==> src/rtl/multicycle_controller_if.sv <==
// multicycle_controller_if: datapath-to-controller status and control-strobe bundle
interface multicycle_controller_if;
    logic [6:0]  opcode;
    logic        zero;
    logic        memready;
    logic        pcwrite;
    logic        adrsrc;
    logic        irwrite;
    logic        memwrite;
    logic        regwrite;
    logic [1:0]  resultsrc;
    logic [1:0]  alusrca;
    logic [1:0]  alusrcb;
    logic [1:0]  aluop;
    logic [1:0]  immsrc;
    logic [3:0]  state;
    logic        retire;
    logic        illegal;
    logic [31:0] instret;
    modport master (
        input  opcode, zero, memready,
        output pcwrite, adrsrc, irwrite, memwrite, regwrite, resultsrc, alusrca,
               alusrcb, aluop, immsrc, state, retire, illegal, instret
    );
    modport slave (
        output opcode, zero, memready,
        input  pcwrite, adrsrc, irwrite, memwrite, regwrite, resultsrc, alusrca,
               alusrcb, aluop, immsrc, state, retire, illegal, instret
    );
endinterface

==> src/rtl/multicycle_controller.sv <==
// multicycle_controller: RISC-V multicycle control FSM with retire counter and trap state
module multicycle_controller (
    input logic clk,
    input logic reset,
    multicycle_controller_if.master bus
);
    typedef enum logic [3:0] {
        FETCH = 4'd0, DECODE = 4'd1, MEMADR = 4'd2, MEMREAD = 4'd3, MEMWB = 4'd4,
        MEMWRITE = 4'd5, EXECR = 4'd6, ALUWB = 4'd7, EXECI = 4'd8, JAL = 4'd9,
        BEQ = 4'd10, TRAP = 4'd11
    } state_t;
    state_t st, nxt;
    logic [31:0] count;
    always_ff @(posedge clk or posedge reset) begin
        if (reset) begin
            st <= FETCH;
            count <= '0;
        end else begin
            st <= nxt;
            if (bus.retire) count <= count + 32'd1;
        end
    end
    always_comb begin
        nxt = FETCH;
        bus.pcwrite = 1'b0;
        bus.adrsrc = 1'b0;
        bus.irwrite = 1'b0;
        bus.memwrite = 1'b0;
        bus.regwrite = 1'b0;
        bus.resultsrc = 2'b00;
        bus.alusrca = 2'b00;
        bus.alusrcb = 2'b00;
        bus.aluop = 2'b00;
        bus.retire = 1'b0;
        case (st)
            FETCH: begin
                nxt = bus.memready ? DECODE : FETCH;
                bus.alusrcb = 2'b10;
                bus.resultsrc = 2'b10;
                bus.irwrite = bus.memready;
                bus.pcwrite = bus.memready;
            end
            DECODE: begin
                case (bus.opcode)
                    7'b0000011, 7'b0100011: nxt = MEMADR;
                    7'b0110011: nxt = EXECR;
                    7'b0010011: nxt = EXECI;
                    7'b1101111: nxt = JAL;
                    7'b1100011: nxt = BEQ;
                    default: nxt = TRAP;
                endcase
                bus.alusrca = 2'b01;
                bus.alusrcb = 2'b01;
            end
            MEMADR: begin
                nxt = (bus.opcode == 7'b0000011) ? MEMREAD : MEMWRITE;
                bus.alusrca = 2'b10;
                bus.alusrcb = 2'b01;
            end
            MEMREAD: begin
                nxt = bus.memready ? MEMWB : MEMREAD;
                bus.adrsrc = 1'b1;
            end
            MEMWB: begin
                bus.resultsrc = 2'b01;
                bus.regwrite = 1'b1;
                bus.retire = 1'b1;
            end
            MEMWRITE: begin
                nxt = bus.memready ? FETCH : MEMWRITE;
                bus.adrsrc = 1'b1;
                bus.memwrite = 1'b1;
                bus.retire = bus.memready;
            end
            EXECR: begin
                nxt = ALUWB;
                bus.alusrca = 2'b10;
                bus.aluop = 2'b10;
            end
            EXECI: begin
                nxt = ALUWB;
                bus.alusrca = 2'b10;
                bus.alusrcb = 2'b01;
                bus.aluop = 2'b10;
            end
            ALUWB: begin
                bus.regwrite = 1'b1;
                bus.retire = 1'b1;
            end
            JAL: begin
                nxt = ALUWB;
                bus.alusrca = 2'b01;
                bus.alusrcb = 2'b10;
                bus.pcwrite = 1'b1;
            end
            BEQ: begin
                bus.alusrca = 2'b10;
                bus.aluop = 2'b01;
                bus.pcwrite = bus.zero;
                bus.retire = 1'b1;
            end
            TRAP: nxt = TRAP;
            default: nxt = FETCH;
        endcase
    end
    assign bus.immsrc = (bus.opcode == 7'b0100011) ? 2'b01 :
                        (bus.opcode == 7'b1100011) ? 2'b10 :
                        (bus.opcode == 7'b1101111) ? 2'b11 : 2'b00;
    assign bus.state = st;
    assign bus.illegal = (st == TRAP);
    assign bus.instret = count;
endmodule

==> src/flat_wrapper.sv <==
// flat-port wrapper written by rule: the top's interface ports become plain ports
module multicycle_controller_flat 
  (clk, reset, bus_opcode, bus_zero, bus_memready, bus_pcwrite, bus_adrsrc, bus_irwrite, bus_memwrite, bus_regwrite, bus_resultsrc, bus_alusrca, bus_alusrcb, bus_aluop, bus_immsrc, bus_state, bus_retire, bus_illegal, bus_instret);
  multicycle_controller_if bus_i ();
  input logic clk;
  input logic reset;
  input wire logic [$bits(bus_i.opcode)-1:0] bus_opcode;
  input wire logic [$bits(bus_i.zero)-1:0] bus_zero;
  input wire logic [$bits(bus_i.memready)-1:0] bus_memready;
  output wire logic [$bits(bus_i.pcwrite)-1:0] bus_pcwrite;
  output wire logic [$bits(bus_i.adrsrc)-1:0] bus_adrsrc;
  output wire logic [$bits(bus_i.irwrite)-1:0] bus_irwrite;
  output wire logic [$bits(bus_i.memwrite)-1:0] bus_memwrite;
  output wire logic [$bits(bus_i.regwrite)-1:0] bus_regwrite;
  output wire logic [$bits(bus_i.resultsrc)-1:0] bus_resultsrc;
  output wire logic [$bits(bus_i.alusrca)-1:0] bus_alusrca;
  output wire logic [$bits(bus_i.alusrcb)-1:0] bus_alusrcb;
  output wire logic [$bits(bus_i.aluop)-1:0] bus_aluop;
  output wire logic [$bits(bus_i.immsrc)-1:0] bus_immsrc;
  output wire logic [$bits(bus_i.state)-1:0] bus_state;
  output wire logic [$bits(bus_i.retire)-1:0] bus_retire;
  output wire logic [$bits(bus_i.illegal)-1:0] bus_illegal;
  output wire logic [$bits(bus_i.instret)-1:0] bus_instret;
  assign bus_i.opcode = bus_opcode;
  assign bus_i.zero = bus_zero;
  assign bus_i.memready = bus_memready;
  assign bus_pcwrite = bus_i.pcwrite;
  assign bus_adrsrc = bus_i.adrsrc;
  assign bus_irwrite = bus_i.irwrite;
  assign bus_memwrite = bus_i.memwrite;
  assign bus_regwrite = bus_i.regwrite;
  assign bus_resultsrc = bus_i.resultsrc;
  assign bus_alusrca = bus_i.alusrca;
  assign bus_alusrcb = bus_i.alusrcb;
  assign bus_aluop = bus_i.aluop;
  assign bus_immsrc = bus_i.immsrc;
  assign bus_state = bus_i.state;
  assign bus_retire = bus_i.retire;
  assign bus_illegal = bus_i.illegal;
  assign bus_instret = bus_i.instret;
  multicycle_controller u_core (.clk(clk), .reset(reset), .bus(bus_i));
endmodule
==> config.mk <==
export PLATFORM = sky130hd
export DESIGN_NAME = multicycle_controller_flat
export DESIGN_NICKNAME = d
export VERILOG_FILES = /design/src/rtl/multicycle_controller_if.sv /design/src/rtl/multicycle_controller.sv /design/src/flat_wrapper.sv
export SDC_FILE = /design/constraint.sdc
export NUM_CORES = 1
export LEC_CHECK = 0
export CORE_ASPECT_RATIO = 1.4
export CORE_MARGIN = 2
export CORE_UTILIZATION = 29
export DETAILED_ROUTE_END_ITERATION = 10
export PLACE_DENSITY = 0.6
export SYNTH_ARGS = -nofsm -noshare
export SYNTH_HDL_FRONTEND = slang
export SYNTH_SLANG_ARGS = --single-unit
==> constraint.sdc <==
create_clock -name clk -period 3.4 [get_ports clk]
set_input_delay 0.34 -clock clk [delete_from_list [all_inputs] [get_ports clk]]
set_output_delay 0.34 -clock clk [all_outputs]
set_load 0.1 [all_outputs]
## Word level (Yosys, flattened, before mapping)

Cells that the tools add are included.

- Latch bits: 0
- Bits in read-only memories: 0
- Bits of input ports: 11
- Register bits: 36
- RAM bits: 0
- Output and inout bits: 53
- Memories kept: 0

- Divide/modulo/power cells: 0
- Order comparisons: 0
- Multiply operators: 0
- Eq/ne operators: 17
- Reductions and logical operators: 11
- Muxes and demuxes: 19
- Add/sub/neg operators: 1
- Bitwise operators: 0
- Shift operators: 0

Operator list:

| kind | number |
|---|---|
| 32-bit by 1-bit adder with 32-bit output (second input constant) | 1 |
| 4-bit case mux with 7 select lines | 1 |
| 4-bit case mux with 5 select lines | 1 |
| 4-bit by 3-bit == test with 1-bit output (second input constant) | 4 |
| 4-bit == test (second input constant) | 4 |
| 2-bit case mux with 2 select lines | 4 |
| 7-bit by 6-bit == test with 1-bit output (second input constant) | 2 |
| 7-bit == test (second input constant) | 2 |
| 2-bit OR reduction | 6 |
| 3-bit 2-to-1 mux | 3 |
| 3-bit OR reduction | 3 |
| 4-bit by 2-bit == test with 1-bit output (second input constant) | 2 |
| 7-bit by 2-bit == test with 1-bit output (second input constant) | 1 |
| 7-bit by 5-bit == test with 1-bit output (second input constant) | 1 |
| 2-bit 2-to-1 mux | 3 |
| 1-bit 2-to-1 mux | 5 |
| 4-bit by 1-bit == test with 1-bit output (second input constant) | 1 |
| 4-bit zero test | 1 |
| 4-bit OR reduction | 1 |
| 1-bit case mux with 3 select lines | 1 |
| 1-bit case mux with 2 select lines | 1 |

## Logic depth before layout (Yosys ltp)

- Word-level depth: 4
- Mapped depth: 7
- Gate-level depth less buffers: 5

## Worst setup path after synthesis

No wires, ideal clock.

- Path kind: reg-to-output
- Start point: reg u_core.st[1] (netlist: u_core.bus.state[1])
- End point: out bus_irwrite
- Cell stages (with the launch flop): 4
- Path buffers: 1
- Arrival time: 5096 ps
- Required time: 3060 ps
- Setup slack: -2036 ps
- Path through: dfrtp_1 -> clkbuf_1 -> nor4_1 -> and2_1

- Longest elaborated chain between the ends: 2

Ends and longest elaborated chain:

| what | line | RTL |
|---|---|---|
| start, declared | multicycle_controller.sv:12 | `state_t st, nxt;` |
| start signal, assigned | multicycle_controller.sv:19 | `st <= nxt;` |
| 4-bit zero test | multicycle_controller.sv:35 | `case (st)` |
| 1-bit 2-to-1 mux | multicycle_controller.sv:35 |  |
| end, declared | flat_wrapper.sv:12 | `output wire logic [$bits(bus_i.irwrite)-1:0] bus_irwrite;` |

No other way between the ends.

## Worst setup path after layout

- Start point: reg u_core.st[1] (netlist: u_core.bus.state[1])
- End point: out bus_pcwrite

- Longest elaborated chain between the ends: 2
- Elaborated cells on any way between the ends: 4
- Classes of those cells: eq/ne (2); mux (1); reduce/logical (1)

Ends and longest elaborated chain:

| what | line | RTL |
|---|---|---|
| 4-bit == test or 4-bit zero test (tied branches) | multicycle_controller.sv:35 |  |
| 1-bit case mux with 3 select lines * | multicycle_controller.sv:35 |  |
| end, declared | flat_wrapper.sv:10 | `output wire logic [$bits(bus_i.pcwrite)-1:0] bus_pcwrite;` |

Mark *: on every way between the ends. The rest lies on a longest branch, timed or not.

==> flow_summary.yaml <==
timing:
  setup_viol: 0
  hold_violations: 0
  tightest_slew_ns: 0.986
  setup_slack_ns: 0.801
  rsz0062_at_grt: "no"
  fin_crit_ns: 2.60
  max_freq_mhz: 385
  slew_violations: 0
  slew-limit-headroom_pct: 34.1
  whs_ns: 0.448
  post-route-period-util_pct: 76.5
  clock_skew_ns: 0.00580
die:
  num_rows: 36
  start_util_pct: 29.7
  fp.dieW_um: 75.2
  dieArea_sq_um: 7810
  core_area_sq_um: 6940
  die-height_um: 104
  num_io_pins: 64
clock_network:
  cts_buffer_depth: 2
  post_cts_buffers: 0
  cts_buffers: 5
  root_buffer: "clkbuf_8"
  cts_resized: 0
  clk_latency_ns: 0.29
  hold_buffers: 0
  clkSinkCount: 36
  cts_tree: "built"
  h-tree-depth: 2
  clk_pin_slew_ns: 0.08
worst_hold_path:
  hp-class: "in -> async"
drt:
  routedWlPerCell_um: 13.8
  drt_first_pass_iters: 4
  drc: 0
  ant_nets: 0
  wl_mm: 5.19
  viasPerCell: 4.78
  vias: 1793
  dr.first_iter.drc_count: 90
yosys:
  synth_top_area_share_pct: 43.7
  syn_avg_cell_area_sq_um: 9.54
  synth_area_sq_um: 2060
  ys_seq_area_share_pct: 43.7
  synthCells: 216
  synth-seq-cells: 36
  synthDistinctLibCells: 37
  yosysWarnings: 0
  yosysTopAreaCell: "dfrtp_1"
  synth_nets: 228
  yosys-top-cells-area: "dfrtp_1, xnor2_1, nand3_1, xor2_1, and3_1"
finish:
  num-fill-cells: 740
  final_cells: 375
  post-route-util_pct: 41.4
  final_layout_size_suffix_gt1_share_pct: 15.4
  area_growth_pct: 39.3
  antenna_cells: 0
  nets: 291
critical_path:
  cpPeakStageDelay_ns: 0.90
  critical_path.cell_chain: "nor2b_1, a31oi_1, nor2_1, buf_4"
  cp_slowest_cell: "dfrtp_1"
  worstPathBufferInverterCount: 1
  crit_type: "reg -> out"
  cp_max_fo: 23
  worst_setup_path_end_kind: "output port"
  start_kind: "flip-flop"
  cp.required_ns: 3.06
  crit_arrival_ns: 2.26
  critPathTopFamily: "flip-flops"
placement:
  place.gp.congestion: 0.792
  portBuffers: 63
  pre_cts_ws_ns: 1.01
  dp_cells: 367
  place_hpwl_mm: 3.76
global_route:
  grt_max_degree: 37
  overflow: 0
  antenna_found_initial: 0
  grt_usage_pct: 13.9
  grt_pass1_wl_mm: 8.34
  grt_pass1_vias: 1675
power:
  ir_worst_vdd_mv: 0.704
  p_leak_nw: 1.23
  power_density_nw_per_um2: 945
  p_total_mw: 2.71
outcome:
  outcome: "complete, no violations"
job:
  maxCapViolCount: 0
## flip-flops by register name, summed over array words and instances, names as in the netlist
name and flops:
u_core.bus.instret 32, u_core.bus.state 4
## where the power goes
group          internal, mW  switching, mW
Sequential            0.486          0.172
Combinational         0.387           1.30
Clock                 0.218          0.154
## synth_stat cells
| cell type | count |
|---|---|
| nor2b_1 | 4 |
| buf_6 | 1 |
| o22ai_1 | 3 |
| nor3_2 | 1 |
| nor3b_4 | 1 |
| and2b_2 | 1 |
| o21ai_0 | 6 |
| nand4bb_1 | 2 |
| dfrtp_1 | 36 |
| a21oi_1 | 10 |
| nor4_1 | 3 |
| nor3_1 | 6 |
| inv_1 | 6 |
| o311ai_0 | 1 |
| nor2_1 | 14 |
| xnor2_1 | 25 |
| and4_1 | 5 |
| ha_1 | 1 |
| nor3b_1 | 1 |
| buf_2 | 1 |
| xor2_1 | 9 |
| nand2_1 | 17 |
| and3_1 | 11 |
| a211oi_1 | 1 |
| and2_1 | 3 |
| mux2_2 | 2 |
| nand2b_4 | 1 |
| nand4_1 | 9 |
| buf_4 | 2 |
| nand3_1 | 17 |
| o211ai_1 | 1 |
| clkbuf_1 | 5 |
| a31oi_1 | 3 |
| nand2b_1 | 4 |
| a41oi_1 | 1 |
| o311ai_4 | 1 |
| nand4b_1 | 1 |
## kinds of logic (layout without fill, tap and decap cells)
kind of cell / count (synthesis) / count (layout) / share of synthesized area [%]
simple gates: 101 / 101 / 28.1
flops: 36 / 36 / 43.7
xor+xnor: 34 / 34 / 14.5
compound gates: 27 / 27 / 8.56
buf+inv: 15 / 79 / 3.52
mux: 2 / 2 / 1.09
fa+ha+maj: 1 / 1 / 0.607
## layer usage
layer,GRT usage [%],routed length (um),up-vias
li1,-,-,889
met1,17.7,2280,830
met2,21.9,2530,64
met3,3.02,255,10
met4,6.14,116,0
met5,0,0,-
## worst reg2reg max path, cell delays in order (launching register included)
cell	delay [ns]
dfrtp_1	0.90
nand4bb_1	0.29
o311ai_4	0.20
and3_1	0.44
and3_1	0.23
xor2_1	0.14
## final cells by class
cell class / count / area, sq um / area share, %
Clock buffer: 6 / 72.6 / 2.53
Timing Repair Buffer: 65 / 593 / 20.7
Sequential cell: 36 / 901 / 31.4
Tap cell: 95 / 119 / 4.14
Clock inverter: 2 / 35.0 / 1.22
Inverter: 6 / 22.5 / 0.785
Multi-Input combinational cell: 165 / 1130 / 39.3
## path summary, 6_finish.rpt
| path | to | startpoint | slack [ns] | cells past startpoint |
|---|---|---|---|---|
| max in group asynchronous | u_core.bus.instret[18]$_DFFE_PP0P_ | reset | 2.62 | 3 |
| min in group clk | u_core.bus.instret[31]$_DFFE_PP0P_ | u_core.bus.instret[31]$_DFFE_PP0P_ | 0.49 | 1 |
| worst min register to register | u_core.bus.instret[31]$_DFFE_PP0P_ | u_core.bus.instret[31]$_DFFE_PP0P_ | 0.49 | 1 |
| worst max-delay path | bus_pcwrite | u_core.bus.state[1]$_DFF_PP0_ | 0.80 | 4 |
| worst min-delay path | u_core.bus.instret[31]$_DFFE_PP0P_ | reset | 0.45 | 3 |
| worst max register to register | u_core.bus.instret[12]$_DFFE_PP0P_ | u_core.bus.state[1]$_DFF_PP0_ | 1.14 | 5 |
## placed cells by master (no fill, tap or decap), drive strengths merged, types with 7 or more instances in the layout
cell | netlist | final
a21oi | 10 | 10
xnor2 | 25 | 25
nand3 | 17 | 17
nor3 | 7 | 7
nand2 | 17 | 17
and3 | 11 | 11
clkdlybuf4s50 | 0 | 42
dfrtp | 36 | 36
nor2 | 14 | 14
nand4 | 9 | 9
xor2 | 9 | 9
buf | 4 | 23
## stage by stage
step           TNS, ns  area [sq um]
2_1_floorplan   -0.202          2100
3_3_place_gp         0          2760
3_5_place_dp         0          2760
4_1_cts              0          2870
5_1_grt              0          2870
6_report             0          2870
No activity file was read; power rests on OpenSTA's default activity.
